[src/rtl/ppu_pkg.sv]
// Shared types and constants for the PPU memory subsystem.
// Slot encoding for the VRAM arbiter and the CPU write record.
package ppu_pkg;

  localparam int PPU_ADDR_W = 12;
  localparam int PPU_DATA_W = 32;

  typedef enum logic [1:0] {
    SLOT_IDLE,
    SLOT_READ,
    SLOT_WRITE
  } slot_t;

  typedef struct packed {
    logic [PPU_ADDR_W-1:0] addr;
    logic [PPU_DATA_W-1:0] data;
  } wr_entry_t;

endpackage

[src/rtl/ppu_wr_fifo.sv]
// Synchronous FIFO for buffered CPU writes (push/pop/full/empty/head).
// Ports: clk, reset, push, pop, din in; full, empty, head out.
module ppu_wr_fifo #(
  parameter int DEPTH = 4,
  parameter int W     = 44
) (
  input  logic         clk,
  input  logic         reset,
  input  logic         push,
  input  logic         pop,
  input  logic [W-1:0] din,
  output logic         full,
  output logic         empty,
  output logic [W-1:0] head
);

  localparam int PW = $clog2(DEPTH);
  localparam logic [PW:0] PTR_ONE = 1;

  logic [W-1:0] mem [DEPTH];
  logic [PW:0]  wr_ptr;
  logic [PW:0]  rd_ptr;
  logic         do_push;
  logic         do_pop;

  assign do_push = push & ~full;
  assign do_pop  = pop & ~empty;

  // Extra MSB tells full from empty when the index bits match.
  assign empty = (wr_ptr == rd_ptr);
  assign full  = (wr_ptr[PW] != rd_ptr[PW]) &&
                 (wr_ptr[PW-1:0] == rd_ptr[PW-1:0]);
  assign head  = mem[rd_ptr[PW-1:0]];

  always_ff @(posedge clk) begin
    if (reset) begin
      wr_ptr <= '0;
      rd_ptr <= '0;
    end else begin
      if (do_push) wr_ptr <= wr_ptr + PTR_ONE;
      if (do_pop)  rd_ptr <= rd_ptr + PTR_ONE;
    end
  end

  always_ff @(posedge clk) begin
    if (do_push) mem[wr_ptr[PW-1:0]] <= din;
  end

endmodule

[src/rtl/ppu_vram_arbiter.sv]
// Shares one single-port VRAM between render reads (priority) and queued
// CPU writes, with a starvation guard. Ports: cpu_* bus, ren_* render, mem_*.
module ppu_vram_arbiter
  import ppu_pkg::*;
#(
  parameter int ADDR_W       = PPU_ADDR_W,
  parameter int DATA_W       = PPU_DATA_W,
  parameter int FIFO_DEPTH   = 4,
  parameter int STARVE_LIMIT = 16
) (
  input  logic              clk,
  input  logic              reset,
  input  logic              cpu_chipselect,
  input  logic              cpu_write,
  input  logic [ADDR_W-1:0] cpu_address,
  input  logic [DATA_W-1:0] cpu_write_data,
  output logic              cpu_waitrequest,
  input  logic              ren_req,
  input  logic [ADDR_W-1:0] ren_addr,
  output logic              ren_grant,
  output logic              ren_rvalid,
  output logic [DATA_W-1:0] ren_rdata,
  output logic [ADDR_W-1:0] mem_addr,
  output logic [DATA_W-1:0] mem_wdata,
  output logic              mem_we,
  input  logic [DATA_W-1:0] mem_rdata
);

  localparam int CW = $clog2(STARVE_LIMIT + 1);
  localparam logic [CW-1:0] LIMIT   = CW'(STARVE_LIMIT);
  localparam logic [CW-1:0] CNT_ONE = 1;

  logic                     push;
  logic                     pop;
  logic                     full;
  logic                     empty;
  logic [ADDR_W+DATA_W-1:0] head;
  logic [CW-1:0]            starve_cnt;
  logic                     force_cpu;
  logic                     rd_sel;
  logic                     wr_sel;
  slot_t                    slot_nxt;
  slot_t                    slot_q;

  assign push            = cpu_chipselect & cpu_write & ~full;
  assign cpu_waitrequest = cpu_chipselect & cpu_write & full;

  ppu_wr_fifo #(
    .DEPTH (FIFO_DEPTH),
    .W     (ADDR_W + DATA_W)
  ) u_fifo (
    .clk   (clk),
    .reset (reset),
    .push  (push),
    .pop   (pop),
    .din   ({cpu_address, cpu_write_data}),
    .full  (full),
    .empty (empty),
    .head  (head)
  );

  assign force_cpu = ~empty & (starve_cnt == LIMIT);

  // Made mutually exclusive so the decoder stays one-hot; no memory
  // traffic is issued while reset is held.
  assign rd_sel = ~reset & ren_req & ~force_cpu;
  assign wr_sel = ~reset & ~rd_sel & ~empty;

  always_comb begin
    slot_nxt  = SLOT_IDLE;
    pop       = 1'b0;
    ren_grant = 1'b0;
    mem_we    = 1'b0;
    mem_addr  = '0;
    mem_wdata = '0;
    unique case (1'b1)
      rd_sel: begin
        slot_nxt  = SLOT_READ;
        ren_grant = 1'b1;
        mem_addr  = ren_addr;
      end
      wr_sel: begin
        slot_nxt  = SLOT_WRITE;
        pop       = 1'b1;
        mem_we    = 1'b1;
        mem_addr  = head[ADDR_W+DATA_W-1:DATA_W];
        mem_wdata = head[DATA_W-1:0];
      end
      default: ;
    endcase
  end

  always_ff @(posedge clk) begin
    if (reset) begin
      slot_q <= SLOT_IDLE;
    end else begin
      slot_q <= slot_nxt;
    end
  end

  always_ff @(posedge clk) begin
    if (reset || pop || empty) begin
      starve_cnt <= '0;
    end else if (starve_cnt != LIMIT) begin
      starve_cnt <= starve_cnt + CNT_ONE;
    end
  end

  assign ren_rvalid = (slot_q == SLOT_READ);
  assign ren_rdata  = ren_rvalid ? mem_rdata : '0;

endmodule

[config.mk]
export PLATFORM = sky130hd
export DESIGN_NAME = ppu_vram_arbiter
export DESIGN_NICKNAME = d
export VERILOG_FILES = /design/src/rtl/ppu_pkg.sv /design/src/rtl/ppu_wr_fifo.sv /design/src/rtl/ppu_vram_arbiter.sv
export SDC_FILE = /design/constraint.sdc
export NUM_CORES = 1
export LEC_CHECK = 0
export ABC_AREA = 0
export CAP_MARGIN = 20
export CORE_ASPECT_RATIO = 2
export CORE_MARGIN = 2
export CORE_UTILIZATION = 46
export DETAILED_ROUTE_END_ITERATION = 6
export PLACE_DENSITY = 0.79
export SKIP_LAST_GASP = 1
export SLEW_MARGIN = 20
export SYNTH_ARGS = -nofsm -noshare
export SYNTH_HDL_FRONTEND = slang
export SYNTH_SLANG_ARGS = --single-unit
[constraint.sdc]
create_clock -name clk -period 2.3 [get_ports clk]
set_input_delay 0.46 -clock clk [delete_from_list [all_inputs] [get_ports clk]]
set_output_delay 0.46 -clock clk [all_outputs]
set_load 0.01 [all_outputs]
==> flow_summary.toml <==
[synth]
ys.flop_type = "edfxtp_1"
netlist_area_um2 = 7945
synth_nets = 519
yosysTopAreaCell = "edfxtp_1"
synthCells = 419
synth_edf_count = 176
synth_seq_cells = 191
yosysMostFrequentCell = "edfxtp_1"
yosysWarnings = 0
synth_cell_types = 33
async_flop_share_pct = 0
ys_top_cells_by_count = "176 x edfxtp_1, 68 x and2_1, 37 x mux4_1, 20 x inv_1, 15 x dfxtp_1"
yosys-top-cells-area = "edfxtp_1 67%, mux4_1 12%, and2_1 5.4%"
ys_seq_area_share_pct = 70.30
postSynthAreaPerCell_um2 = 18.96
synth.top_cell.area_share_pct = 66.52

[critical_path]
slowest_stage = "dfxtp_2"
worstPathCellList = "xor2_2 > buf_4 > o32ai_4 > nor2_4 > buf_12 > buf_12 > buf_6 > and2_4 > buf_6"
crit_type = "reg -> out"
critPathMaxFanout = 8
max_stage_delay_ns = 0.34
end_kind = "primary output"
cp.arrival_ns = 2.12
critPathRequiredTime_ns = 1.84
critPathLaunchType = "flop"

[sta]
drv_slew = 0
tightest_slew_ns = 0.4369
setup_viol = 45
period_needed_ns = 2.576
worst_clock_skew_ns = 0.007463
rsz0062_at_grt = "yes"
finalHoldViolations = 0
finalCritPeriodShare_pct = 112.0
max_freq_mhz = 388.2
maxSlewHeadroom_pct = 70.78
setup_slack_ns = -0.2760

[placement]
post-place-ws_ns = -0.4501
postPlaceCellArea_um2 = 10230
place_congestion = 0.8429
portBuffers = 172
dp.final_hpwl_mm = 11.34

[detailed_routing]
vias = 4656
post_drt_wl_per_cell_um = 20.09
drtIter0Drc = 164
ant_nets = 0
totalWireLength_mm = 17.60
drt-pass1-iter-count = 4
via_per_inst = 5.315
drc = 0

[grt]
grt_pass1_vias = 4905
antenna_found_initial = 1
grt_pass1_wl_mm = 26.50
grt_max_degree = 34
grt_usage_pct = 18.81
grt_remaining_overflow = 0

[cts]
cts.clk_slew.worst_paths_ns = 0.07
root_buffer = "clkbuf_16"
tritoncts = "built"
h-tree-depth = 4
clkSinkCount = 191
clk_path_buf_depth = 2
cts_made_buffers = 17
clkLatencyLatePin_ns = 0.42

[floorplan]
die-height_um = 189.9
die_w_um = 96.93
core_um2 = 17100
ioPinCount = 173
rows = 68
die_area_um2 = 18400
start_util_pct = 46.46

[power_and_ir_drop]
power_mw = 7.924
power_density_nw_per_um2 = 712.7
peakVddDrop_v = 0.0008251
leakagePower_nw = 4.494

[cells_and_area]
syn2layout_area_growth_pct = 39.94
finalInstanceArea_um2 = 11120
nets = 752
fill_cells = 1126
final_layout_size_suffix_gt1_share_pct = 27.37
final_core_util_pct = 65.01

[status]
status = "complete, but fails checks"
violations = "negative setup slack"

[run]
cap_violations = 0

[worst_hold_path]
min_path_type = "reg -> reg"
## final cells by class
| type | count | area (µm²) | share of cell area, % |
|---|---|---|---|
| inverters | 20 | 75.07 | 0.6752 |
| repair buffers | 235 | 2323 | 20.90 |
| well taps | 210 | 262.8 | 2.363 |
| diodes | 1 | 2.502 | 0.02251 |
| clock buffers | 17 | 425.4 | 3.826 |
| flip-flops and latches | 191 | 5595 | 50.33 |
| clock inverters | 15 | 127.6 | 1.148 |
| multi-input cells | 187 | 2306 | 20.74 |
## through the flow
step	hold slack [ns]	cells	setup TNS, ns
6_report	0.5523	876	-8.521
3_3_place_gp	0.4919	823	-15.31
5_1_grt	0.5780	876	-12.29
4_1_cts	0.5512	864	-10.46
2_1_floorplan	0.4297	419	0
3_5_place_dp	0.5295	823	-16.16
## flip-flops by register name, indices dropped and copies added, names as in the netlist, named ones only
register	cells
slot_q	2
starve_cnt	5
u_fifo.mem	176
u_fifo.rd_ptr	3
u_fifo.wr_ptr	3
## kinds of logic after synthesis
group	share of synthesized area, %
mux	14.47
flops	70.30
fa+ha+maj	1.102
compound gates	2.299
xor+xnor	1.181
buf+inv	2.693
simple gates	7.953
## worst paths after layout
check	from	endpoint	slack, ns	depth (start not counted)
max	u_fifo.rd_ptr[1]	mem_wdata[26]	-0.28	9
min	starve_cnt[4]	starve_cnt[4]	0.55	2
max reg2reg	u_fifo.rd_ptr[0]	u_fifo.mem[3][2]	0.27	5
min reg2reg	starve_cnt[4]	starve_cnt[4]	0.55	2
## timing repair
item	in CTS	in global routing
cloned	1	2
buffers inserted	9	9
pin swaps	5	4
gates resized for setup	207	53
setup endpoints to repair	65	79
hold buffers	0	0
## metal layers
layer | up-vias | GRT usage, % | wire [µm]
li1 | 2122 | - | -
met1 | 2314 | 22.20 | 6902
met2 | 192 | 33.33 | 9221
met3 | 28 | 4.776 | 1030
met4 | 0 | 6.609 | 448
met5 | - | 0 | 0
## power by group
group	switching (mW)	leakage, nW	internal [mW]
Clock	1.30	0.275	1.42
Sequential	0.0355	1.72	3.88
Combinational	0.551	2.50	0.742
Total	1.88	4.49	6.04
## worst max-delay path: cells and delay by family, from the launching register on
kind,cells,cell delay [ns]
AO/OA/AOI/OAI,1,0.31
XOR/XNOR,1,0.18
buffers and inverters,5,0.64
flip-flops,1,0.34
AND/OR/NAND/NOR,2,0.22
## cell usage in the layout (no fill, tap or decap), types with 10 or more instances in the layout
cell	synthesis	routed
edfxtp_1	176	176
clkdlybuf4s50_1	0	94
and2_1	68	61
buf_4	0	41
mux4_1	37	37
buf_2	9	32
dlymetal6s2s_1	0	31
clkbuf_16	0	19
inv_1	20	18
nand2b_1	13	13
o32ai_2	0	12
nor2_1	12	11
buf_12	0	10
No activity file was read; power rests on OpenSTA's default activity.
